### config.mk
export PLATFORM = sky130hd
export DESIGN_NAME = wb_stream_arb
export DESIGN_NICKNAME = d
export VERILOG_FILES = /design/src/rtl/wb_stream_arb.sv
export SDC_FILE = /design/constraint.sdc
export NUM_CORES = 1
export LEC_CHECK = 0
export CORE_AREA = 2 2 132 134
export CTS_BUF_LIST = sky130_fd_sc_hd__clkbuf_4 sky130_fd_sc_hd__clkbuf_8
export CTS_CLUSTER_SIZE = 20
export DETAILED_ROUTE_END_ITERATION = 6
export DIE_AREA = 0 0 134 136
export HOLD_SLACK_MARGIN = 0.08
export SLEW_MARGIN = 40
export SYNTH_ARGS = -nofsm -noshare
export SYNTH_HDL_FRONTEND = slang
export SYNTH_SLANG_ARGS = --single-unit
### constraint.sdc
create_clock -name clk -period 2.97 [get_ports clk]
set_input_delay 0.7425 -clock clk [delete_from_list [all_inputs] [get_ports clk]]
set_output_delay 0.7425 -clock clk [all_outputs]
set_load 0.02 [all_outputs]
### src/rtl/wb_stream_arb.sv
// rtl/wb_stream_arb.sv - two-channel round-robin Wishbone arbiter with per-transfer watchdog
module wb_stream_arb #(
  parameter int WB_AW   = 32,
  parameter int WB_DW   = 32,
  parameter int TIMEOUT = 1024,
  parameter int TO_W    = 16
) (
  input  logic               clk,
  input  logic               rst,
  input  logic [WB_AW-1:0]   ch0_adr_i,
  input  logic [WB_DW-1:0]   ch0_dat_i,
  input  logic [WB_DW/8-1:0] ch0_sel_i,
  input  logic               ch0_we_i,
  input  logic               ch0_cyc_i,
  input  logic               ch0_stb_i,
  input  logic [2:0]         ch0_cti_i,
  input  logic [1:0]         ch0_bte_i,
  output logic [WB_DW-1:0]   ch0_dat_o,
  output logic               ch0_ack_o,
  output logic               ch0_err_o,
  output logic               ch0_rty_o,
  input  logic [WB_AW-1:0]   ch1_adr_i,
  input  logic [WB_DW-1:0]   ch1_dat_i,
  input  logic [WB_DW/8-1:0] ch1_sel_i,
  input  logic               ch1_we_i,
  input  logic               ch1_cyc_i,
  input  logic               ch1_stb_i,
  input  logic [2:0]         ch1_cti_i,
  input  logic [1:0]         ch1_bte_i,
  output logic [WB_DW-1:0]   ch1_dat_o,
  output logic               ch1_ack_o,
  output logic               ch1_err_o,
  output logic               ch1_rty_o,
  output logic [WB_AW-1:0]   wbm_adr_o,
  output logic [WB_DW-1:0]   wbm_dat_o,
  output logic [WB_DW/8-1:0] wbm_sel_o,
  output logic               wbm_we_o,
  output logic               wbm_cyc_o,
  output logic               wbm_stb_o,
  output logic [2:0]         wbm_cti_o,
  output logic [1:0]         wbm_bte_o,
  input  logic [WB_DW-1:0]   wbm_dat_i,
  input  logic               wbm_ack_i,
  input  logic               wbm_err_i,
  input  logic               wbm_rty_i,
  output logic [1:0]         grant_o,
  output logic               timeout_o
);

  typedef enum logic [1:0] {IDLE, GNT0, GNT1, ABORT} state_t;

  localparam logic [TO_W-1:0] TO_LAST = (TIMEOUT > 0) ? TO_W'(TIMEOUT - 1) : '0;

  state_t          state;
  logic            last;
  logic [TO_W-1:0] wd_cnt;

  logic granted;
  logic use_ch1;
  logic own_cyc;
  logic own_stb;
  logic waiting;
  logic wd_hit;

  // `last` doubles as the current owner: it is loaded on every grant and held through ABORT.
  assign granted = (state == GNT0) || (state == GNT1);
  assign use_ch1 = (state != IDLE) && last;
  assign own_cyc = use_ch1 ? ch1_cyc_i : ch0_cyc_i;
  assign own_stb = use_ch1 ? ch1_stb_i : ch0_stb_i;

  assign wbm_adr_o = use_ch1 ? ch1_adr_i : ch0_adr_i;
  assign wbm_dat_o = use_ch1 ? ch1_dat_i : ch0_dat_i;
  assign wbm_sel_o = use_ch1 ? ch1_sel_i : ch0_sel_i;
  assign wbm_we_o  = use_ch1 ? ch1_we_i  : ch0_we_i;
  assign wbm_cti_o = use_ch1 ? ch1_cti_i : ch0_cti_i;
  assign wbm_bte_o = use_ch1 ? ch1_bte_i : ch0_bte_i;
  assign wbm_cyc_o = granted && own_cyc;
  assign wbm_stb_o = granted && own_stb && own_cyc;

  assign ch0_dat_o = wbm_dat_i;
  assign ch1_dat_o = wbm_dat_i;

  assign ch0_ack_o = (state == GNT0) && wbm_ack_i;
  assign ch1_ack_o = (state == GNT1) && wbm_ack_i;
  assign ch0_rty_o = (state == GNT0) && wbm_rty_i;
  assign ch1_rty_o = (state == GNT1) && wbm_rty_i;
  // timeout_o is high only in the first ABORT cycle, so it also gates the injected ERR.
  assign ch0_err_o = ((state == GNT0) && wbm_err_i) || ((state == ABORT) && !last && timeout_o);
  assign ch1_err_o = ((state == GNT1) && wbm_err_i) || ((state == ABORT) && last && timeout_o);

  assign grant_o = (state == IDLE) ? 2'b00 : (last ? 2'b10 : 2'b01);

  assign waiting = wbm_stb_o && !wbm_ack_i && !wbm_err_i && !wbm_rty_i;
  assign wd_hit  = (TIMEOUT != 0) && waiting && (wd_cnt == TO_LAST);

  always_ff @(posedge clk) begin
    if (rst) begin
      state     <= IDLE;
      last      <= 1'b1;
      wd_cnt    <= '0;
      timeout_o <= 1'b0;
    end else begin
      timeout_o <= 1'b0;
      wd_cnt    <= '0;
      case (state)
        IDLE: begin
          if (ch0_cyc_i && (!ch1_cyc_i || last)) begin
            state <= GNT0;
            last  <= 1'b0;
          end else if (ch1_cyc_i) begin
            state <= GNT1;
            last  <= 1'b1;
          end
        end
        GNT0, GNT1: begin
          if (!own_cyc) begin
            state <= IDLE;
          end else if (wd_hit) begin
            state     <= ABORT;
            timeout_o <= 1'b1;
          end else if (waiting) begin
            wd_cnt <= wd_cnt + 1'b1;
          end
        end
        ABORT: begin
          if (!own_cyc) state <= IDLE;
        end
        default: state <= IDLE;
      endcase
    end
  end

endmodule

---- Yosys cells after proc, flatten, opt, wreduce, memory -nomap -nowiden ----
Cells that the tools add are included.
word-level totals
  bits in registers ....................... 20
  output and inout port bits .............. 149
operators by class
  add/sub/neg operators ................... 1
  equal/unequal tests ..................... 7
  multiplexer cells ....................... 19
  bitwise operators ....................... 3
  reduce and logical (&&, ||, !) cells .... 36
operators by type and width
  kind                                                                     count
  32-bit two-way mux                                                       2
  1-bit logical AND                                                        19
  16-bit by 1-bit adder with 16-bit output, second input constant          1
  16-bit by 10-bit equality test with 1-bit output, second input constant  1
  2-bit two-way mux                                                        8
  1-bit two-way mux                                                        6
  2-bit one-hot mux with 3 select lines                                    1
  1-bit zero test                                                          5
  5-bit OR reduction                                                       1
  2-bit equality test, second input constant                               2
  1-bit logical OR                                                         4
  4-bit two-way mux                                                        1
  2-bit nonzero test                                                       2
  3-bit two-way mux                                                        1
  3-bit by 2-bit != test with 1-bit output, second input constant          1
  3-bit != test, second input constant                                     1
  1-bit NOT                                                                3
  3-bit AND reduction                                                      1
  3-bit OR reduction                                                       1
  2-bit by 1-bit equality test with 1-bit output, second input constant    1
  2-bit zero test                                                          1
  2-bit != test, second input constant                                     1
  2-bit AND reduction                                                      1
  2-bit OR reduction                                                       1

---- Depth between registers and ports, before layout ----
  depth in word-level cells ............... 12
  gate-level depth with buffers ........... 9
  gate-level depth less buffers ........... 7

---- Worst setup path after synthesis ----
Ideal clock, no wire load.
  path kind ............................... reg2out
  start ................................... register state[0]
  end ..................................... output wbm_adr_o[19]
  data arrival time ....................... 1.712 ns
  required time ........................... 2.227 ns
  setup slack ............................. 0.516 ns
  stages on the path, launching flop included .. 10
  buffers on the path ..................... 3
  cells stage by stage .................... dfxtp_1 inv_1 ha_1 nand2b_4 buf_6 inv_1 clkbuf_1 buf_1 nand2_1 nand2_1
between the ends
  longest elaborated chain between the ends .. 3
RTL lines
  element                 RTL line  text
  start, declared         54        state_t state;
  start signal, assigned  98        state <= IDLE;
  start signal, assigned  108       state <= GNT0;
  start signal, assigned  111       state <= GNT1;
  2-bit nonzero test      67        assign use_ch1 = (state != IDLE) && last;
  1-bit logical AND       67
  32-bit two-way mux      71        assign wbm_adr_o = use_ch1 ? ch1_adr_i : ch0_adr_i;
  end, declared           34        output logic [WB_AW-1:0] wbm_adr_o,
Every way passes these cells.

---- Worst setup path in the final report ----
  start ................................... register state[1]
  end ..................................... output wbm_cyc_o
between the ends
  longest elaborated chain between the ends .. 4
  elaborated cells between the ends (all ways) .. 7
  classes of those cells .................. eq/ne: 2; mux: 1; reduce/logical: 4
RTL lines
  element              RTL line  text
  2-bit nonzero test   67
  1-bit logical AND    67
  1-bit two-way mux    68        assign own_cyc = use_ch1 ? ch1_cyc_i : ch0_cyc_i;
  1-bit logical AND *  77        assign wbm_cyc_o = granted && own_cyc;
  end, declared        38        output logic wbm_cyc_o,
Every way passes the cells marked *; elsewhere a longest branch is shown, timed or not.

==> flow_metrics.env <==
export IMPL_status="complete, no violations"
export IMPL_syn_inst=435
export IMPL_synthArstFlopShare=0
export IMPL_synthesis_area_sq_um=2530
export IMPL_power_mw=3.82
export IMPL_portBuffers=241
export IMPL_antenna_left=0
export IMPL_max_vdd_ir_drop_mv=0.574
export IMPL_cp_start_kind="flip-flop"
export IMPL_grt_use_total=0.118
export IMPL_globalplace_congestion=0.782
export IMPL_dieArea_sq_um=18200
export IMPL_final_cell_mix="nand2_1, clkdlybuf4s50_1, dlygate4sd2_1"
export IMPL_vias=3158
export IMPL_routed_wl_microns=12100
export IMPL_reg2regPathDepth=7
export IMPL_finalCritPeriodShare=0.956
export IMPL_rsz0062_at_grt="no"
export IMPL_clkTransAtPathRegs_ns=0.07
export IMPL_core_area_sq_um=16900
export IMPL_cts_tree="built"
export IMPL_drc=0
export IMPL_hp_class="reg2reg"
export IMPL_min_period_ns=2.84
export IMPL_power_internal_mw=1.75
export IMPL_drive_gt1_frac=0.0463
export IMPL_globalRouteOverflowTotal=0
export IMPL_whs_endpoint="wd_cnt[0]"
export IMPL_antennaDiodeCount=0
export IMPL_synth_ff_type="dfxtp_1"
export IMPL_cts_sinks=20
export IMPL_rrSetupSlack_ns=0.97
export IMPL_whs_path_depth=1
export IMPL_endpoint_kind="output port"
export IMPL_p_sw_frac=0.542
export IMPL_insertion_delay_ns=0.26
export IMPL_cts_buffers_inserted=3
export IMPL_fin_nets=800
export IMPL_setup_viol=0
export IMPL_criticalPathCategory="reg2out"
export IMPL_required_ns=2.23
export IMPL_syn_nets=629
export IMPL_fmax_mhz=352
export IMPL_ys_warn_count=0
export IMPL_timing_final_ws_setup_ns=0.131
export IMPL_firstDrtPassIters=4
export IMPL_io_pins=338
export IMPL_hp_start="wd_cnt[0]"
export IMPL_ys_seq_elements=20
export IMPL_drtIter0Drc=86
export IMPL_drv_cap=0
export IMPL_clockBufferDepth=2
export IMPL_hold_viol_final=0
export IMPL_comb_power_share=0.850
export IMPL_synth_edf_count=0
export IMPL_die_h_microns=136
export IMPL_antenna_found_initial=0
export IMPL_die_x_microns=134
export IMPL_rows=48
export IMPL_cts_hold_buffers=0
export IMPL_leakage_nw=2.29
export IMPL_pwr_share_clk=0.071
export IMPL_fin_skew_ns=0.0111
export IMPL_synth_distinct_cells=39
export IMPL_cts_htree_levels=1
export IMPL_start_util=0.150
export IMPL_grt_pass1_wl_microns=16800
export IMPL_switching_power_mw=2.07
export IMPL_dp_slack_ns=-0.0442
export IMPL_first_global_vias=2922
export IMPL_regToRegStartpoint="state[1]"
export IMPL_r2r_end="state[0]"
export IMPL_path_max_fanout=6
export IMPL_arrival_ns=2.10
export IMPL_wire_per_inst_microns=14.5
export IMPL_synthToLayoutAreaGrowth_pct=89.1
export IMPL_post_cts_buffers=0
export IMPL_avgSynthCellArea_sq_um=5.81
export IMPL_pwr_share_seq=0.079
export IMPL_power_density_nw_per_um2=798
export IMPL_place_hpwl_microns=9770
export IMPL_grt_max_degree=47
export IMPL_worst_pin_slew_ns=0.476
export IMPL_finalMaxSlewViolations=0
export IMPL_cts_root_buf="clkbuf_8"
export IMPL_ys_seq_area_frac=0.158
export IMPL_viasPerCell=3.80
export IMPL_slew_headroom=0.680
export IMPL_final_common_cell="nand2_1"
kinds of logic after synthesis:
| group | synth area share |
|---|---|
| simple gates | 0.472 |
| buf+inv | 0.236 |
| flops | 0.158 |
| xor+xnor | 0.0485 |
| compound gates | 0.0371 |
| fa+ha+maj | 0.0248 |
| mux | 0.0228 |
registers in the layout, indices dropped and copies added, names as in the netlist:
register / count
timeout_o: 1
state: 2
last: 1
wd_cnt: 16
cells in the mapped netlist (2+ instances only):
library cell  count  share of area
dfxtp_1          20           0.16
xnor2_1           4          0.014
and2_1            4         0.0099
and3_1            3         0.0074
ha_1              5          0.025
mux2i_1           2         0.0079
and4_1            2         0.0069
nand2_1         232           0.34
nor3_2            2         0.0079
nor2b_1           3         0.0074
nand4_1           3         0.0074
nand3_1           7          0.014
inv_1             5         0.0074
a21oi_1           2         0.0040
xor2_1           10          0.035
nand2b_1          2         0.0049
buf_6             2         0.0089
clkbuf_1         15          0.022
buf_4            65           0.19
nor2_1           26          0.039
buf_1             3         0.0045
layout make-up:
type,count,area [sq um]
clock inverter,1,30.0
inverter,5,18.8
timing repair buffer,251,2460
multi-input combinational,325,1540
sequential,20,400
clock buffer,3,41.3
tap,225,282
fill,1881,12100
worst max path at each step:
stage / cells past startpoint / from / to / slack (ns)
after global placement: 4 / ch0_cyc_i / wbm_stb_o / -0.08
after global routing: 8 / state[0] / wbm_dat_o[30] / 0.003
after CTS: 8 / state[0] / wbm_dat_o[0] / -0.04
after detailed placement: 4 / ch1_cyc_i / wbm_stb_o / -0.04
after floorplan: 9 / state[0] / wbm_adr_o[19] / 0.52
final: 6 / state[1] / wbm_cyc_o / 0.13
stage by stage:
stage                     utilization  TNS (ns)  area, sq um  cells  hold slack (ns)
after floorplan                     -         0         2530    435            0.430
after global placement          0.281    -0.147         4740    826            0.444
after detailed placement        0.281   -0.0579         4740    826            0.451
after CTS                       0.281   -0.0711         4740    830            0.468
after global routing            0.283         0         4780    830            0.493
final                           0.283         0         4780    830            0.459
what timing repair did:
action	4_1_cts	5_1_grt
resized for setup	64	11
setup endpoints to repair	71	10
pin swaps	0	0
metal layers:
metal / GRT usage / up-vias / wire [microns]
met1: 0.143 / 1331 / 5020
met4: 0.0100 / 0 / 63
met5: 0 / - / 0
met2: 0.186 / 204 / 5240
li1: - / 1615 / -
met3: 0.0720 / 8 / 1720
power groups by stage:
stage | Sequential (mW) | Combinational (mW) | Clock (mW)
global route | 0.302 | 3.51 | 0.292
finish | 0.300 | 3.24 | 0.273
global placement | 0.305 | 3.59 | 0
floorplan | 0.301 | 1.94 | 0
detailed placement | 0.306 | 3.59 | 0
CTS | 0.300 | 3.31 | 0.279
worst max-delay path: stages, from the launching register on:
cell             delay [ns]
dfxtp_1                0.38
inv_1                  0.08
ha_1                   0.19
nand2b_4               0.23
mux2i_4                0.25
nor2_1                 0.10
clkdlybuf4s50_1        0.61
(Power assumes the default switching activity.)
